--- src/rtl/demux4_deser_pkg.sv ---
// demux_pkg -- shared constants and FSM state type for the 4-lane deserializer.
//   LANES  : number of output lanes per frame
//   SLOT_W : width of the lane slot counter
//   state_t: COLLECT (gathering lanes) / FULL (frame presented downstream)
package demux_pkg;

    localparam int LANES  = 4;
    localparam int SLOT_W = 2;

    typedef enum logic {
        COLLECT = 1'b0,
        FULL    = 1'b1
    } state_t;

endpackage

--- src/rtl/demux4_deser_lane_reg.sv ---
// demux_lane_reg -- one DW-bit lane storage register.
// Ports:
//   clk, rst : clock, asynchronous active-high reset (clears q)
//   en       : write enable
//   d        : data written when en is high
//   q        : stored lane word
module demux_lane_reg #(
    parameter int DW = 8
) (
    input  logic          clk,
    input  logic          rst,
    input  logic          en,
    input  logic [DW-1:0] d,
    output logic [DW-1:0] q
);

    always_ff @(posedge clk or posedge rst) begin
        if (rst) begin
            q <= '0;
        end else if (en) begin
            q <= d;
        end
    end

endmodule

--- src/rtl/demux4_deser.sv ---
// demux4_deser -- serial-to-parallel deserializer: collects 4 consecutive
// accepted words into lanes 0..3 and presents them as one frame with a
// valid/ready handshake.
// Optional build macro: DEMUX_SEL_CHECK_EN enables lane-tag checking
// (mismatching words are dropped, err is set sticky, slot restarts at 0).
// Ports:
//   clk, rst   : clock, asynchronous active-high reset
//   in_valid   : serial word present
//   in_ready   : word accepted this cycle (!out_valid || out_ready)
//   in_data    : serial word
//   in_sel     : sender lane tag (checked only with DEMUX_SEL_CHECK_EN)
//   out_valid  : all 4 lanes filled and presented
//   out_ready  : sink takes the frame
//   out_data   : lane k on bits [k*DW +: DW]
//   frame_cnt  : count of completed output handshakes (wraps)
//   err        : sticky lane-tag mismatch flag
module demux4_deser
    import demux_pkg::*;
#(
    parameter int DW   = 8,
    parameter int CNTW = 8
) (
    input  logic              clk,
    input  logic              rst,
    input  logic              in_valid,
    output logic              in_ready,
    input  logic [DW-1:0]     in_data,
    input  logic [1:0]        in_sel,
    output logic              out_valid,
    input  logic              out_ready,
    output logic [4*DW-1:0]   out_data,
    output logic [CNTW-1:0]   frame_cnt,
    output logic              err
);

    state_t              state, state_nx;
    logic [SLOT_W-1:0]   slot, slot_nx;
    logic                accept;
    logic                handshake;
    logic                mismatch;
    logic                wr;
    logic                last;
    logic [LANES-1:0]    lane_we;
    logic [DW-1:0]       lane_q [LANES];

    assign out_valid = (state == FULL);
    assign in_ready  = !out_valid || out_ready;
    assign accept    = in_valid && in_ready;
    assign handshake = out_valid && out_ready;

`ifdef DEMUX_SEL_CHECK_EN
    assign mismatch = accept && (in_sel != slot);

    always_ff @(posedge clk or posedge rst) begin
        if (rst) begin
            err <= 1'b0;
        end else if (mismatch) begin
            err <= 1'b1;
        end
    end
`else
    logic sel_unused;
    assign sel_unused = ^in_sel;
    assign mismatch   = 1'b0;
    assign err        = 1'b0;
`endif

    assign wr   = accept && !mismatch;
    assign last = wr && (slot == SLOT_W'(LANES - 1));

    // Next slot and state. A slot-3 write during a handshake keeps FULL,
    // since the freshly completed frame must be presented next.
    always_comb begin
        slot_nx  = slot;
        state_nx = state;
        if (mismatch) begin
            slot_nx = '0;
        end else if (wr) begin
            slot_nx = slot + 1'b1;
        end
        case (state)
            COLLECT: if (last) state_nx = FULL;
            FULL:    if (handshake && !last) state_nx = COLLECT;
            default: state_nx = COLLECT;
        endcase
    end

    always_ff @(posedge clk or posedge rst) begin
        if (rst) begin
            state     <= COLLECT;
            slot      <= '0;
            frame_cnt <= '0;
        end else begin
            state <= state_nx;
            slot  <= slot_nx;
            if (handshake) begin
                frame_cnt <= frame_cnt + 1'b1;
            end
        end
    end

    for (genvar k = 0; k < LANES; k++) begin : g_lane
        assign lane_we[k] = wr && (slot == SLOT_W'(k));

        demux_lane_reg #(
            .DW (DW)
        ) u_lane (
            .clk (clk),
            .rst (rst),
            .en  (lane_we[k]),
            .d   (in_data),
            .q   (lane_q[k])
        );

        assign out_data[k*DW +: DW] = lane_q[k];
    end

endmodule

--- config.mk ---
export PLATFORM = sky130hd
export DESIGN_NAME = demux4_deser
export DESIGN_NICKNAME = d
export VERILOG_FILES = /design/src/rtl/demux4_deser_pkg.sv /design/src/rtl/demux4_deser_lane_reg.sv /design/src/rtl/demux4_deser.sv
export SDC_FILE = /design/constraint.sdc
export NUM_CORES = 1
export LEC_CHECK = 0
export ABC_CLOCK_PERIOD_IN_PS = 1850
export BUFFER_PORTS_ARGS = -buffer_cell sky130_fd_sc_hd__buf_2
export CAP_MARGIN = 20
export CORE_MARGIN = 10
export CORE_UTILIZATION = 23
export DETAILED_ROUTE_END_ITERATION = 10
export GPL_TIMING_DRIVEN = 0
export PLACE_DENSITY = 0.46
export SLEW_MARGIN = 20
export SYNTH_ARGS = -nofsm -noshare
export SYNTH_HDL_FRONTEND = slang
export SYNTH_HIERARCHICAL = 1
export SYNTH_SLANG_ARGS = --single-unit
--- constraint.sdc ---
create_clock -name clk -period 1.85 [get_ports clk]
set_input_delay 0.2775 -clock clk [delete_from_list [all_inputs] [get_ports clk]]
set_output_delay 0.2775 -clock clk [all_outputs]
set_load 0.01 [all_outputs]
Yosys cells after proc, flatten, opt, wreduce, memory -nomap -nowiden
Index checks and enable logic that the tools add are counted.
{"block": "op_classes", "n_addsub": 2, "mul": 0, "div_mod_pow": 0, "n_lt_le_gt_ge": 0, "eq_ne": 3, "n_shift": 0, "muxes": 3, "bitwise_logic": 1, "n_reduce_logical": 11}
{"op": "$add 8x1->8 const B", "count": 1}
{"op": "$logic_and 1x1->1", "count": 7}
{"op": "$eq 2x2->1 const B", "count": 2}
{"op": "$add 2x1->2 const B", "count": 1}
{"op": "$eq 2x1->1 const B", "count": 1}
{"op": "$logic_not 1->1", "count": 2}
{"op": "$logic_not 2->1", "count": 1}
{"op": "$mux 1", "count": 2}
{"op": "$pmux 1 s2", "count": 1}
{"op": "$logic_or 1x1->1", "count": 1}
{"op": "$not 1->1", "count": 1}
{"block": "totals", "register_bits": 43, "latchBits": 0, "mem_bits_rw": 0, "rom_bits": 0, "input_bits": 14, "output_inout_bits": 43, "elab_cells": 27, "memories": 0}

Depth between registers and ports, before layout
{"block": "depth", "ltp_word": 8, "depth_mapped": 5, "ltp_nobuf": 4}

Hierarchy
The synthesis kept the hierarchy.
{"mod": "demux_lane_reg", "n_inst": 4, "cells_each": 18, "area_each_um2": 335.3, "seq_area_each_um2": 200.2}
{"mod": "demux4_deser", "n_inst": 1, "cells_each": 53, "area_each_um2": 573.0, "seq_area_each_um2": 275.3}

Worst setup path after synthesis
Ideal clock, no wire load.
{"block": "synth_path", "path_kind": "register to register", "from": "reg state, in the netlist out_valid", "to": "reg g_lane[0].u_lane.q[0]", "setup_ns": 0.125, "arrival_ns": 1.305, "required_time_ns": 1.725, "setup_slack_ns": 0.420, "stages_incl_launch_ff": 6, "path_buffers": 2, "synth_period_minus_slack_ns": 1.430, "path_cell_list": "dfrtp_1 > nand2b_1 > buf_2 > and3_1 > buf_6 > mux2_4"}
{"block": "synth_between", "elab_chain_cells": 4}
{"item": "start, declared", "line_no": "demux4_deser.sv:36", "rtl": "state_t state, state_nx;"}
{"item": "start signal, assigned", "line_no": "demux4_deser.sv:94", "rtl": "state <= state_nx;"}
{"item": "$logic_not 1->1", "line_no": "demux4_deser.sv:47", "rtl": "assign in_ready = !out_valid || out_ready;"}
{"item": "$logic_or 1x1->1", "line_no": "demux4_deser.sv:47"}
{"item": "named net in_ready", "line_no": "demux4_deser.sv:26", "rtl": "output logic in_ready,"}
{"item": "$logic_and 1x1->1", "line_no": "demux4_deser.sv:48", "rtl": "assign accept = in_valid && in_ready;"}
{"item": "$logic_and 1x1->1", "line_no": "demux4_deser.sv:103", "rtl": "assign lane_we[k] = wr && (slot == SLOT_W'(k));"}
{"item": "named net lane_we[0]", "line_no": "demux4_deser.sv:43", "rtl": "logic [LANES-1:0] lane_we;"}
{"item": "end signal, assigned", "line_no": "demux4_deser_lane_reg.sv:19", "rtl": "q <= '0;"}
{"item": "end signal, assigned", "line_no": "demux4_deser_lane_reg.sv:21", "rtl": "q <= d;"}
{"item": "end, declared", "line_no": "demux4_deser_lane_reg.sv:14", "rtl": "output logic [DW-1:0] q"}
The timed path passes the listed nets, and every way through them passes these cells.
A chain may end at the register's enable or synchronous reset.

Worst setup path after layout
{"block": "layout_path", "from": "reg state, in the netlist out_valid", "to": "reg g_lane[0].u_lane.q[5]"}
{"block": "layout_between", "elab_chain_cells": 4}
{"item": "$logic_not 1->1", "line_no": "demux4_deser.sv:47"}
{"item": "$logic_or 1x1->1", "line_no": "demux4_deser.sv:47"}
{"item": "$logic_and 1x1->1", "line_no": "demux4_deser.sv:48"}
{"item": "$logic_and 1x1->1", "line_no": "demux4_deser.sv:103"}
{"item": "named net lane_we[0]", "line_no": "demux4_deser.sv:43"}
The timed path passes the listed nets, and every way through them passes these cells.

==> metrics.txt <==
outcome completed; clock share of power 15.5%; net count after synthesis 144; Hold Vio Cnt, Final 0; starting density of the core 23.42%; total negative slack for setup checks 0 ns; Max Fanout on Critical Path 8; crit path setup slack, layout 0.3963 ns; sequential power share 41.2%; post-layout total power 4063 µW; minimum setup slack after placement 0.3865 ns; routability congestion estimate from global placement 0.7585; design internal power 2660 µW; synthesized instance count 125; combinational power share 43.2%; clock transition at the register clock pins on the worst setup and hold paths after CTS 0.09 ns; fraction of the cycle the final worst path needs 78.58%; most common library cell in the layout ignoring fill and taps buf_2; maximum number of pins on one net before global-route repair 16; slowest cell delay on critical path 0.44 ns; total half-perimeter wirelength after legalization and detailed placement 3541 µm; Port-buffer cells 53; minimum clock period after layout 1.454 ns; Critical Path End g_lane[0].u_lane/q[5]$_DFFE_PP0P_; worst r2r dst g_lane[0].u_lane/q[5]$_DFFE_PP0P_; detailed-route wire length 4606 µm; quantity of gates resized following cts 0; final setup fails 0; Net Sw Frac 34.54%; residual DRC count 0; layout overhead on the synthesized area 26.08%; Ant. Diodes 0; max-cap viol count 0; type of the worst setup path reg2reg; critical path endpoint category register; RSZ-0062 raised after global routing false; class of the tightest hold or removal check in2reg; distinct cell type count after synthesis 22; number of buffer and inverter instances along the worst setup path 2; wire length of the first global-routing pass 7521 µm; Post-CTS Repair Setup Buffers 0; Clock Tree Root clkbuf_8; IO Pins 57; Max clock buf depth 2; Leak 0.001233 µW; start of the worst register-to-register path out_valid$_DFF_PP0_; Max VDD drop 578.6 µV; Critical Path, Cell by Cell nand2b_1, buf_2, and3_1, buf_6, mux2_4; number of H-tree levels 2; clk_lat worst skew 0.30 ns; Yosys reg bits 43; synthesized cell area 0.001914 mm²; Chip Width 111.2 µm; leftover overflow at the end of global routing 0; Global Route Usage Sum 7.551%; Die Footprint 0.01237 mm²; share of final-layout standard cells stronger than drive strength 1 55.08%; worst clock skew 0.004091 ns; via-per-instance ratio 3.911; antenna viol nets, final 0; cell depth of the worst flop-to-flop path 5; TritonCTS sink count 43; die height 111.2 µm; data required time at the worst endpoint 2.04 ns; Avg Cell Area, Syn 15.31 µm²; TritonCTS clock tree built; number of buffers created by CTS 5; CP delay by family, top flip-flops; vias in the first global route 1,311; total power per unit cell area 1684 mW/mm²; Reg2Reg Setup Slack 0.40 ns; Yosys warning total 6; crit start category register; CP Data Arrival Time 1.64 ns; WP depth 5; routed wire length per instance 15.77 µm; # rows 33; leading cell types in the layout, fill and taps excluded buf_2 (54), dfrtp_1 (43), mux2_4 (32); Worst setup startpoint out_valid$_DFF_PP0_; crit path max-delay cell type dfrtp_1; Via Count 1,142; net count of the finished layout 205; total of fill cells in the finished design 863; first-pass detailed-route iteration total 3; Post-CTS Hold Buffers 1; Core ar. 0.008175 mm²; P_sw 1403 µW; 1st-iter DRT viols 61; initial antenna violation count 0; maximum clock rate 0.6879 GHz; total count of max-transition violations in the final report 0; portion of the post-synthesis area used by sequential elements 56.21%
routing by layer:
layer / GRT usage (%) / vias to the layer above / share of wire, % / wire length [µm]
met1: 10.10 / 549 / 49 / 2268
met3: 4.058 / 5 / 9.9 / 457
li1: - / 539 / - / -
met4: 1.799 / 0 / 0.74 / 34
met2: 10.28 / 49 / 40 / 1847
met5: 0 / - / 0 / 0
sequential cells by signal, indices dropped and copies added (netlist names):
| name | flops |
|---|---|
| g_lane.u_lane/q | 32 |
| frame_cnt | 8 |
| slot | 2 |
| out_valid | 1 |
tightest hold or removal path, stage by stage:
cell,delay [ns]
buf_2,0.13
nand2_1,0.06
nand2_1,0.06
synth_stat cells:
cell | instances | area [µm²]
buf_6 | 4 | 45.04
inv_1 | 7 | 26.28
conb_1 | 1 | 3.750
o21ai_1 | 1 | 5.000
nand2b_1 | 1 | 6.260
nand3_2 | 1 | 10.01
mux2_2 | 1 | 11.26
buf_2 | 1 | 5.000
buf_4 | 1 | 7.510
mux2_4 | 32 | 480.5
xor2_1 | 5 | 43.79
ha_1 | 5 | 62.56
nand2_4 | 1 | 11.26
nor4_2 | 1 | 12.51
nand3_1 | 2 | 10.01
and2_1 | 1 | 6.260
and3_1 | 4 | 25.02
nor3_1 | 2 | 10.01
dfrtp_1 | 43 | 1076
xnor2_1 | 3 | 26.28
nor2_1 | 2 | 7.510
nand2_1 | 6 | 22.52
cell families after synthesis:
family                     count (synthesis)  share of synthesized area, %
muxes                                     33                         25.69
and+or+nand+nor                           21                         6.340
adders and majority gates                  5                         3.268
DFF                                       43                         56.21
AOI/OAI and AO/OA                          1                        0.2612
xor gates and xnor gates                   8                         3.660
other                                      1                        0.1959
buffers and inverters                     13                         4.379
through the flow:
step                utilization (%)  instances  hold WS (ns)  instance area, µm²
floorplan                         -        125       0.09316                1914
global placement              28.27        283        0.3076                2311
detailed placement            28.27        283        0.3117                2311
CTS                           29.52        292        0.2553                2414
global route                  29.52        292        0.2671                2414
finish                        29.52        292        0.2609                2414
power by group through the flow:
stage	Combinational, µW	Clock [µW]	Sequential [µW]
after floorplan	960	0	1850
after global placement	1770	0	1700
after detailed placement	1800	0	1690
after CTS	1800	662	1680
after global routing	1930	707	1750
final	1760	631	1680
worst min-delay path by stage:
stage | startpoint | end | depth (start not counted)
2_1_floorplan | rst | g_lane[0].u_lane/q[0]$_DFFE_PP0P_ | 1
3_3_place_gp | rst | g_lane[3].u_lane/q[7]$_DFFE_PP0P_ | 2
3_5_place_dp | rst | g_lane[3].u_lane/q[7]$_DFFE_PP0P_ | 2
4_1_cts | in_valid | out_valid$_DFF_PP0_ | 3
5_1_grt | in_valid | out_valid$_DFF_PP0_ | 3
6_report | in_valid | out_valid$_DFF_PP0_ | 3
area by class of cell:
type                       count  area, µm²  share of cell area [%]
clock inverter                 3      23.77                  0.9850
inverter                       7      26.28                   1.089
buffer                         6      57.56                   2.385
tap                          105      131.4                   5.443
sequential                    43       1076                   44.58
clock buffer                   5      68.82                   2.851
multi-input combinational     69      754.5                   31.26
timing repair buffer          54      275.3                   11.40
No activity file was read; power rests on OpenSTA's default activity.
